$ cat src/rtl/multi_channel_watchdog.sv
// N-channel heartbeat watchdog with warning, trip pulse and worst-case countdown.
// Define WDG_WINDOW_EN to reject kicks that arrive too early in the count window.
module multi_channel_watchdog #(
  parameter int NUM_CH      = 4,
  parameter int CLK_FREQ    = 1,
  parameter int TIMEOUT_SEC = 5,
  parameter int WARN_PCT    = 80,
  parameter int WIN_PCT     = 20,
  parameter int CNT_W       = 32
) (
  input  logic              clk,
  input  logic              rstn,
  input  logic [NUM_CH-1:0] heartbeat,
  input  logic [NUM_CH-1:0] enable,
  input  logic [NUM_CH-1:0] force_reset,
  output logic [NUM_CH-1:0] triggered,
  output logic [NUM_CH-1:0] warning,
  output logic [NUM_CH-1:0] trip_pulse,
  output logic [NUM_CH-1:0] early_fault,
  output logic              any_triggered,
  output logic              any_warning,
  output logic [7:0]        min_remaining,
  output logic [3:0]        min_ch
);

  typedef enum logic [1:0] {IDLE = 2'd0, RUN = 2'd1, WARN = 2'd2, TRIP = 2'd3} state_t;

  localparam int              T_I    = CLK_FREQ * TIMEOUT_SEC;
  localparam logic [CNT_W-1:0] T_C    = CNT_W'(T_I);
  localparam logic [CNT_W-1:0] W_C    = CNT_W'(T_I * WARN_PCT / 100);
  localparam logic [CNT_W-1:0] FREQ_C = CNT_W'(CLK_FREQ);
`ifdef WDG_WINDOW_EN
  localparam logic [CNT_W-1:0] M_C    = CNT_W'(T_I * WIN_PCT / 100);
`endif

  state_t            state_r [NUM_CH];
  state_t            state_s [NUM_CH];
  logic [CNT_W-1:0]  cnt_r   [NUM_CH];
  logic [CNT_W-1:0]  cnt_s   [NUM_CH];
  logic [CNT_W-1:0]  quot_s  [NUM_CH];
  logic [7:0]        rem_s   [NUM_CH];
  logic [NUM_CH-1:0] hb_q_r, kick_s, early_r, early_s;
  logic [NUM_CH-1:0] trig_s, warn_s, pulse_s;
  logic [NUM_CH-1:0] triggered_r, warning_r, trip_pulse_r;
  logic              any_trig_r, any_warn_r, found_s;
  logic [7:0]        min_rem_s, min_rem_r;
  logic [3:0]        min_ch_s, min_ch_r;

  assign kick_s = heartbeat & ~hb_q_r;

  // Per-channel next state: disable > force_reset > kick (or start) > count.
  always_comb begin
    for (int i = 0; i < NUM_CH; i++) begin
      state_s[i] = state_r[i];
      cnt_s[i]   = cnt_r[i];
      early_s[i] = early_r[i];
      if (!enable[i]) begin
        state_s[i] = IDLE;
        cnt_s[i]   = '0;
        early_s[i] = 1'b0;
      end else if (force_reset[i]) begin
        state_s[i] = RUN;
        cnt_s[i]   = '0;
        early_s[i] = 1'b0;
      end else if (kick_s[i] || (state_r[i] == IDLE)) begin
`ifdef WDG_WINDOW_EN
        if (early_r[i]) begin
          state_s[i] = TRIP;
          cnt_s[i]   = T_C;
        end else if (kick_s[i] && (state_r[i] == RUN) && (cnt_r[i] < M_C)) begin
          state_s[i] = TRIP;
          cnt_s[i]   = T_C;
          early_s[i] = 1'b1;
        end else begin
          state_s[i] = RUN;
          cnt_s[i]   = '0;
        end
`else
        state_s[i] = RUN;
        cnt_s[i]   = '0;
`endif
      end else begin
        case (state_r[i])
          RUN, WARN: begin
            cnt_s[i] = cnt_r[i] + CNT_W'(1);
            if (cnt_s[i] >= T_C) begin
              state_s[i] = TRIP;
            end else if (cnt_s[i] >= W_C) begin
              state_s[i] = WARN;
            end else begin
              state_s[i] = RUN;
            end
          end
          TRIP: begin
            state_s[i] = TRIP;
            cnt_s[i]   = T_C;
          end
          default: begin
            state_s[i] = IDLE;
            cnt_s[i]   = '0;
          end
        endcase
      end
      trig_s[i]  = (state_s[i] == TRIP);
      warn_s[i]  = (state_s[i] != IDLE) && (cnt_s[i] >= W_C);
      pulse_s[i] = (state_s[i] == TRIP) && (state_r[i] != TRIP);
    end
  end

  // Seconds remaining per channel and the smallest over enabled channels.
  always_comb begin
    min_rem_s = 8'd255;
    min_ch_s  = 4'd0;
    found_s   = 1'b0;
    for (int i = 0; i < NUM_CH; i++) begin
      quot_s[i] = (T_C - cnt_r[i]) / FREQ_C;
      if (state_r[i] == TRIP) begin
        rem_s[i] = 8'd0;
      end else if (quot_s[i] > CNT_W'(255)) begin
        rem_s[i] = 8'd255;
      end else begin
        rem_s[i] = quot_s[i][7:0];
      end
      if (enable[i] && (!found_s || (rem_s[i] < min_rem_s))) begin
        min_rem_s = rem_s[i];
        min_ch_s  = 4'(i);
        found_s   = 1'b1;
      end else begin
        found_s   = found_s;
      end
    end
  end

  // State, counters and all registered outputs.
  always_ff @(posedge clk) begin
    if (!rstn) begin
      for (int i = 0; i < NUM_CH; i++) begin
        state_r[i] <= IDLE;
        cnt_r[i]   <= '0;
      end
      hb_q_r       <= '0;
      early_r      <= '0;
      triggered_r  <= '0;
      warning_r    <= '0;
      trip_pulse_r <= '0;
      any_trig_r   <= 1'b0;
      any_warn_r   <= 1'b0;
      min_rem_r    <= 8'd255;
      min_ch_r     <= 4'd0;
    end else begin
      for (int i = 0; i < NUM_CH; i++) begin
        state_r[i] <= state_s[i];
        cnt_r[i]   <= cnt_s[i];
      end
      hb_q_r       <= heartbeat & enable;
      early_r      <= early_s;
      triggered_r  <= trig_s;
      warning_r    <= warn_s;
      trip_pulse_r <= pulse_s;
      any_trig_r   <= |trig_s;
      any_warn_r   <= |warn_s;
      min_rem_r    <= min_rem_s;
      min_ch_r     <= min_ch_s;
    end
  end

  assign triggered     = triggered_r;
  assign warning       = warning_r;
  assign trip_pulse    = trip_pulse_r;
  assign early_fault   = early_r;
  assign any_triggered = any_trig_r;
  assign any_warning   = any_warn_r;
  assign min_remaining = min_rem_r;
  assign min_ch        = min_ch_r;

endmodule
$ cat config.mk
export PLATFORM = sky130hd
export DESIGN_NAME = multi_channel_watchdog
export DESIGN_NICKNAME = d
export VERILOG_FILES = /design/src/rtl/multi_channel_watchdog.sv
export SDC_FILE = /design/constraint.sdc
export NUM_CORES = 1
export LEC_CHECK = 0
export BUFFER_PORTS_ARGS = -buffer_cell sky130_fd_sc_hd__buf_2
export CORE_ASPECT_RATIO = 1.5
export CORE_MARGIN = 8
export CORE_UTILIZATION = 38
export DETAILED_ROUTE_END_ITERATION = 6
export HOLD_SLACK_MARGIN = 0.15
export SLEW_MARGIN = 20
export SYNTH_ARGS = -nofsm -noshare
export SYNTH_HDL_FRONTEND = slang
export SYNTH_SLANG_ARGS = --single-unit
$ cat constraint.sdc
create_clock -name clk -period 9.9 [get_ports clk]
set_input_delay 1.98 -clock clk [delete_from_list [all_inputs] [get_ports clk]]
set_output_delay 1.98 -clock clk [all_outputs]
set_load 0.02 [all_outputs]
# ---- After elaboration in Yosys (flattened, before gate mapping)
# Memory sizes are Yosys's and may differ from the RTL's.
# Cells that the tools add are included.
dict set report classes {
  add_sub_neg 8
  magnitude_cmp 19
  eq_ne 20
  n_mux 68
  n_bitwise 12
  n_reduce_logical 36
}
# op count
set ops {}
lappend ops {{2-to-1 mux 32 bit} 16}
lappend ops {{greater-or-equal comparator 32 x 3 -> 1 bit (second input constant)} 12}
lappend ops {{case mux 32 bit (2 select lines)} 4}
lappend ops {{adder 32 x 1 -> 32 bit (second input constant)} 4}
lappend ops {{greater-than comparator 32 x 8 -> 1 bit (second input constant)} 4}
lappend ops {{subtractor 3 x 32 -> 32 bit (first input constant)} 4}
lappend ops {{2-to-1 mux 8 bit} 12}
lappend ops {{2-to-1 mux 2 bit} 26}
lappend ops {{equality test 2 bit (second input constant)} 12}
lappend ops {{< comparator 8 bit} 3}
lappend ops {{case mux 2 bit (2 select lines)} 4}
lappend ops {{logical AND 1 bit} 11}
lappend ops {{AND 4 bit} 2}
lappend ops {{equality test 2 x 1 -> 1 bit (second input constant)} 4}
lappend ops {{zero test 2 bit} 4}
lappend ops {{!= test 2 bit (second input constant)} 4}
lappend ops {{OR 1 bit} 8}
lappend ops {{nonzero test 2 bit} 4}
lappend ops {{OR reduction 2 bit} 4}
lappend ops {{OR reduction 4 bit} 2}
lappend ops {{logical OR 1 bit} 7}
lappend ops {{2-to-1 mux 1 bit} 6}
lappend ops {{NOT 4 bit} 1}
lappend ops {{zero test 1 bit} 3}
lappend ops {{2 further kinds} 2}
dict set report totals {
  register_bits 30
  mem_bits_rw 136
  output_inout_bits 30
  n_memories 2
}
# memory depth word_bits rd rd_clocked_by_memory_dff wr line
set memory_table {}
lappend memory_table {cnt_r 4 32 4 0 4 38} ;# logic [CNT_W-1:0] cnt_r [NUM_CH];
lappend memory_table {state_r 4 2 4 0 4 36} ;# state_t state_r [NUM_CH];

# ---- Longest topological paths before layout
# Gate-level depths: netlist of the first run.
# An unclocked memory read counts as a cell.
dict set report logic_depth {
  word_depth 18
  ltp_mapped 37
  depth_no_buf 36
}

# ---- Least setup slack after synthesis of the first run
# Ideal clock, no wire load.
dict set report synth_timing {
  kind {register -> register}
  startpoint {memory cnt_r[1][20]}
  endpoint {register min_rem_r[5], in the netlist min_remaining[5]}
  setup_ns 0.121
  arrival_time_ns 7.741
  t_required_ns 9.779
  setup_slack_ns 2.037
  path_stages_with_launch 33
  cell_sequence {dfxtp_1 > buf_6 > or4_4 > or4_4 > or4_4 > a21oi_2 > nand3b_2 > nor2_1 > a21oi_1 > ha_1 > a21o_1 > a21oi_1 > o211ai_1 > a2111o_1 > o311ai_4 > a21oi_4 > mux2i_1 > ha_1 > a21o_1 > a21o_1 > a21oi_1 > nand4b_1 > o32ai_4 > mux2_2 > ha_1 > a21oi_1 > nor2b_1 > o21ai_0 > o21ai_0 > or3_1 > o21ai_2 > a21oi_2 > mux2_4}
}
# element line
set synth_rtl {}
lappend synth_rtl {{start: declaration} 38}
lappend synth_rtl {{end signal: assignment} 162} ;# min_rem_r <= min_rem_s;
lappend synth_rtl {{end: declaration} 46} ;# logic [7:0] min_rem_s, min_rem_r;

==> results of run 1 <==
## worst max-delay path: cells and delay by family, from the launching register on
family,cells,cell delay [ns]
XOR/XNOR,1,0.17
AO/OA/AOI/OAI,16,3.49
flip-flops,1,0.42
multiplexers,3,1.06
adder cells (fa/ha/maj),4,1.21
AND/OR/NAND/NOR,9,2.46
## where the power goes
| group | internal [mW] | switching (mW) | total (mW) |
|---|---|---|---|
| clock network | 0.429 | 0.307 | 0.736 |
| logic | 0.0231 | 0.0382 | 0.0614 |
| registers | 0.665 | 0.00318 | 0.668 |
## per-stage QoR
stage	area (um^2)	hold WS (ns)	utilization	instances
after global routing	13100	0.584	0.412	1969
after CTS	13100	0.556	0.412	1969
after floorplan	12300	0.501	-	1619
after global placement	12500	0.538	0.392	1938
after detailed placement	12500	0.548	0.392	1938
final	13100	0.547	0.412	1969
## kinds of logic after synthesis
logic type                 after synthesis
other                                    1
xor gates and xnor gates               156
adders and majority gates               44
muxes                                   35
AOI/OAI and AO/OA                      289
buffers and inverters                  203
and+or+nand+nor                        722
DFF                                    164
## flip-flops by register name (all words and copies together) (netlist names), 2 cells and up
signal and flops:
triggered 4, state_r 8, min_ch 2, trip_pulse 4
min_remaining 8, cnt_r 128, warning 4, hb_q_r 4
## final timing paths
path,cells past startpoint,from,endpoint,slack [ns]
max,33,cnt_r[1][2]$_SDFF_PN0_,min_remaining[5]$_SDFF_PN1_,0.95
min,2,cnt_r[3][19]$_SDFF_PN0_,cnt_r[3][19]$_SDFF_PN0_,0.55
max reg2reg,33,cnt_r[1][2]$_SDFF_PN0_,min_remaining[5]$_SDFF_PN1_,0.95
min reg2reg,2,cnt_r[3][19]$_SDFF_PN0_,cnt_r[3][19]$_SDFF_PN0_,0.55
## Yosys cell counts (14+ instances only)
cell,count,area share
a21o_1,14,0.0085
nor3_1,66,0.027
buf_2,16,0.0065
dfxtp_1,164,0.27
o31ai_1,14,0.0085
nor4_1,34,0.017
o211ai_1,14,0.0085
o21ai_0,45,0.018
xnor2_1,86,0.061
nand3_1,75,0.031
inv_1,71,0.022
a31oi_1,15,0.0076
or3_1,29,0.015
nor2_1,205,0.063
or4_1,18,0.011
clkbuf_1,100,0.031
nand2_1,122,0.037
nand4_1,46,0.023
a211oi_1,15,0.0092
ha_1,44,0.045
xor2_1,70,0.050
a21oi_1,73,0.030
and3_1,28,0.014
mux2i_1,22,0.018
## layer usage
| layer | track usage | share of wire | vias up |
|---|---|---|---|
| met4 | 0.0666 | 0.026 | 0 |
| met3 | 0.0267 | 0.030 | 56 |
| li1 | - | - | 5604 |
| met5 | 0 | 0 | - |
| met1 | 0.187 | 0.44 | 5216 |
| met2 | 0.280 | 0.50 | 190 |
## placed cells by master (no fill, tap or decap), types with 46 or more instances in the layout
cell / n
nor2_1: 205
dfxtp_1: 164
nand2_1: 122
xnor2_1: 86
nand3_1: 75
a21oi_1: 73
inv_1: 71
xor2_1: 70
nor3_1: 66
nand4_1: 46
## cell type report
class / count / area (um^2)
Clock buffer: 17 / 425
Sequential cell: 164 / 3280
Inverter: 71 / 267
Fill cell: 3312 / 18700
Multi-Input combinational cell: 1252 / 8200
Tap cell: 410 / 513
Clock inverter: 14 / 215
Timing Repair Buffer: 41 / 215
==> results.ini, run 1 <==
[drt]
route.detailed.drc = 0
dr.pass1.iters = 5
drt-vias-per-instance = 5.62
detail-route-antenna-nets = 0
wirelength_um = 30900
vias = 11066
drt_iter0_markers = 679
wire_per_inst_um = 15.7

[flow_run]
max_cap_violations = 0

[floorplanning]
core_um2 = 31800
dieArea_um2 = 38500
initial_utilization = 0.386
io_pins = 44
fp.dieH_um = 236
num_rows = 80
die_w_um = 163

[sta]
setup_ws_ns = 0.952
fin_crit_ns = 8.95
fmax_mhz = 112
max_slew_margin = 0.347
finalMaxSlewViolations = 0
fin_skew_ns = 0.0138
tightest_slew_ns = 0.971
setup_viol = 0
hold_violations = 0
setup_tns_ns = 0
rsz0062_at_grt = no
fin_crit_sh = 0.904

[grt]
grt.overflow.total = 0
grt_pass1_wl_um = 51700
antenna_found_initial = 0
grt_usage = 0.160
grt_max_degree = 31
grt_pass1_vias = 10431

[synth]
synth_top_family_by_area = simple AND/OR/NAND/NOR gates
synthMuxAreaShare = 0.0304
synth_fa_ha_area_frac = 0.0448
ys_seq_area_frac = 0.267
synth-seq-cells = 164
synthFlopType = dfxtp_1
yosysWarningCount = 0
synth_cell_types = 93
yosys.area_share.simple = 0.308
avgSynthCellArea_um2 = 7.62
synth_xor_area_frac = 0.111
synth_edf_count = 0
synth_area_um2 = 12300
synthCells = 1614
synth_compound_area_frac = 0.170
async_flop_share = 0

[clock_network]
clkTransAtPathRegs_ns = 0.07
cts_hold_buffers = 0
insertion_delay_ns = 0.45
h-tree-depth = 4
clk_path_buf_depth = 2
numCtsBuffers = 17
cts_tree = done
post-cts-setup-buffers = 0
cts_sinks = 164
cts_resized = 0
clockRootBuffer = clkbuf_16

[outcome]
status = complete, no violations

[cells_and_area]
antenna-diode-count = 0
nets = 1605
layout-drive-gt1-share = 0.0872
area_growth_pct = 6.67

[power_and_ir_drop]
leakage_nw = 5.09
total_power_mw = 1.47
max-vdd-ir-drop_mv = 0.130
p_per_area_nw_per_um2 = 112

[placed_design]
dp.final_hpwl_um = 23300
place_ws_ns = 1.03
globalplace.congestion = 0.884
portBuffers = 37

[critical_path]
max_stage_delay_ns = 0.54
required_ns = 10.24
cp-start-kind = flop
critPathArrivalTime_ns = 9.28
end_kind = flop
cp_slowest_cell = nor4_2
cp_max_fo = 10
crit_type = reg -> reg

[min_path]
hp-class = reg -> reg

Power figures use the tool's default switching activity.
==> run 2, diff against run 1 <==
- CORE_ASPECT_RATIO: 1.5 -> default
- CORE_UTILIZATION: 38 -> 28
==> run 2 against run 1 <==
Compared with the run above:
- register-to-register slack worse by 0.03 ns
- global-route usage is 3.7 points lower
- power decreased by 4.1%
- clock skew decreased by 0.00077 ns
- final cell count rose by 8.9%
- worst setup slack worse by 0.027 ns
- combinational power increased by 1%
- routed wire length is 1.3% higher
- clock-buffer cell count unchanged
- fmax decreased by 0.30%
- via count increased by 0.54%
- die area grew 32%
- critical endpoint unchanged
- highest routed layer unchanged
==> results.ini, run 2 (synthesized netlist as in run 1, its figures left out) <==
[clock_network]
cts_hold_buffers = 0
cts_sinks = 164
numCtsBuffers = 17
clk_path_buf_depth = 2
post-cts-setup-buffers = 0
insertion_delay_ns = 0.45
cts_tree = done
cts_resized = 0
clockRootBuffer = clkbuf_16
clkTransAtPathRegs_ns = 0.07
h-tree-depth = 4

[floorplanning]
io_pins = 44
num_rows = 76
initial_utilization = 0.285
dieArea_um2 = 50900
fp.dieH_um = 226
die_w_um = 226
core_um2 = 43200

[critical_path]
max_stage_delay_ns = 0.65
crit_start = cnt_r[0][1]$_SDFF_PN0_
path_depth = 36
cp_max_fo = 10
path_buf_inv = 1
crit_family = compound AO/OA/AOI/OAI gates
timing.rr.start = cnt_r[0][1]$_SDFF_PN0_
cp_slowest_cell = a2111oi_2
r2r_setup_slack_ns = 0.93
cp-start-kind = flop
cp-endpoint = min_remaining[5]$_SDFF_PN1_
rr_endpoint = min_remaining[5]$_SDFF_PN1_
reg2regPathDepth = 36
end_kind = flop
critPathArrivalTime_ns = 9.31
crit_type = reg -> reg
required_ns = 10.23

[cells_and_area]
largest_reg_flops = 128
area_growth_pct = 8.01
final_cell_mix = 205 x nor2_1, 164 x dfxtp_1, 122 x nand2_1
layout_commonest_cell = nor2_1
fillCellCount = 4643
layout-drive-gt1-share = 0.0878
top_register = cnt_r
final_cells = 2145
utilization = 0.308
nets = 1605
final_cell_area_um2 = 13300
antenna-diode-count = 0

[placed_design]
dpl_cell_area_um2 = 12700
placed_cells = 2113
dp.final_hpwl_um = 23700
portBuffers = 37
globalplace.congestion = 0.863
place_ws_ns = 1.06

[sta]
setup_viol = 0
fin_skew_ns = 0.0131
rsz0062_at_grt = no
hold_violations = 0
setup_tns_ns = 0
fin_crit_sh = 0.907
finalMaxSlewViolations = 0
hold_slack_ns = 0.561
max_slew_margin = 0.354
setup_ws_ns = 0.925
tightest_slew_ns = 0.960
fmax_mhz = 111
fin_crit_ns = 8.97

[power_and_ir_drop]
leakage_nw = 5.07
p_per_area_nw_per_um2 = 106
total_power_mw = 1.41
max-vdd-ir-drop_mv = 0.110

[grt]
antenna_found_initial = 3
gr-usage-met2 = 0.206
grt_pass1_vias = 10439
grt_max_degree = 31
use_met3 = 0.0182
grt.overflow.total = 0
grt_usage = 0.123
use_met1 = 0.159
busiest_layer = met2
grt_pass1_wl_um = 52800

[drt]
dr.pass1.iters = 5
vias = 11126
wire_per_inst_um = 14.6
wirelength_um = 31300
drt_iter0_markers = 633
drt-vias-per-instance = 5.19
route.detailed.drc = 0
detail-route-antenna-nets = 0

[outcome]
status = complete, no violations

[min_path]
hp-class = reg -> reg
holdPathStages = 2

[flow_run]
max_cap_violations = 0

-- run 2: changes by cell type in the layout (fill, tap and decap cells not counted), sizes merged --
cell	change
bufinv	-3
clkinvlp	+1
inv	+3
-- run 2: layout make-up --
| type | instances | area [um^2] | area share |
|---|---|---|---|
| inverters | 71 | 267 | 0.0201 |
| repair buffers | 41 | 215 | 0.0162 |
| clock inverters | 15 | 161 | 0.0122 |
| multi-input cells | 1252 | 8200 | 0.617 |
| clock buffers | 17 | 425 | 0.0320 |
| flip-flops and latches | 164 | 3280 | 0.247 |
| well taps | 585 | 732 | 0.0551 |
-- run 2: how the worst min path moves through the flow --
stage / from / end
2_1_floorplan: cnt_r[3][19]$_SDFF_PN0_ / cnt_r[3][19]$_SDFF_PN0_
3_3_place_gp: cnt_r[3][19]$_SDFF_PN0_ / cnt_r[3][19]$_SDFF_PN0_
3_5_place_dp: cnt_r[3][19]$_SDFF_PN0_ / cnt_r[3][19]$_SDFF_PN0_
4_1_cts: cnt_r[3][19]$_SDFF_PN0_ / cnt_r[3][19]$_SDFF_PN0_
5_1_grt: cnt_r[3][19]$_SDFF_PN0_ / cnt_r[3][19]$_SDFF_PN0_
6_report: cnt_r[3][19]$_SDFF_PN0_ / cnt_r[3][19]$_SDFF_PN0_
-- run 2: tightest hold or removal path, stage by stage (launching register included) --
cell     delay (ns)
dfxtp_1        0.37
nand2_1        0.09
a21oi_1        0.06
-- run 2: report_power, final --
group	internal, mW	switching [mW]	leakage, nW
logic	0.0232	0.0389	3.46
registers	0.665	0.00383	1.33
clock network	0.358	0.316	0.281
-- run 2: layer usage --
layer,vias to the layer above,share of wire
li1,5612,-
met1,5254,0.47
met2,221,0.47
met3,39,0.040
met4,0,0.018
met5,-,0
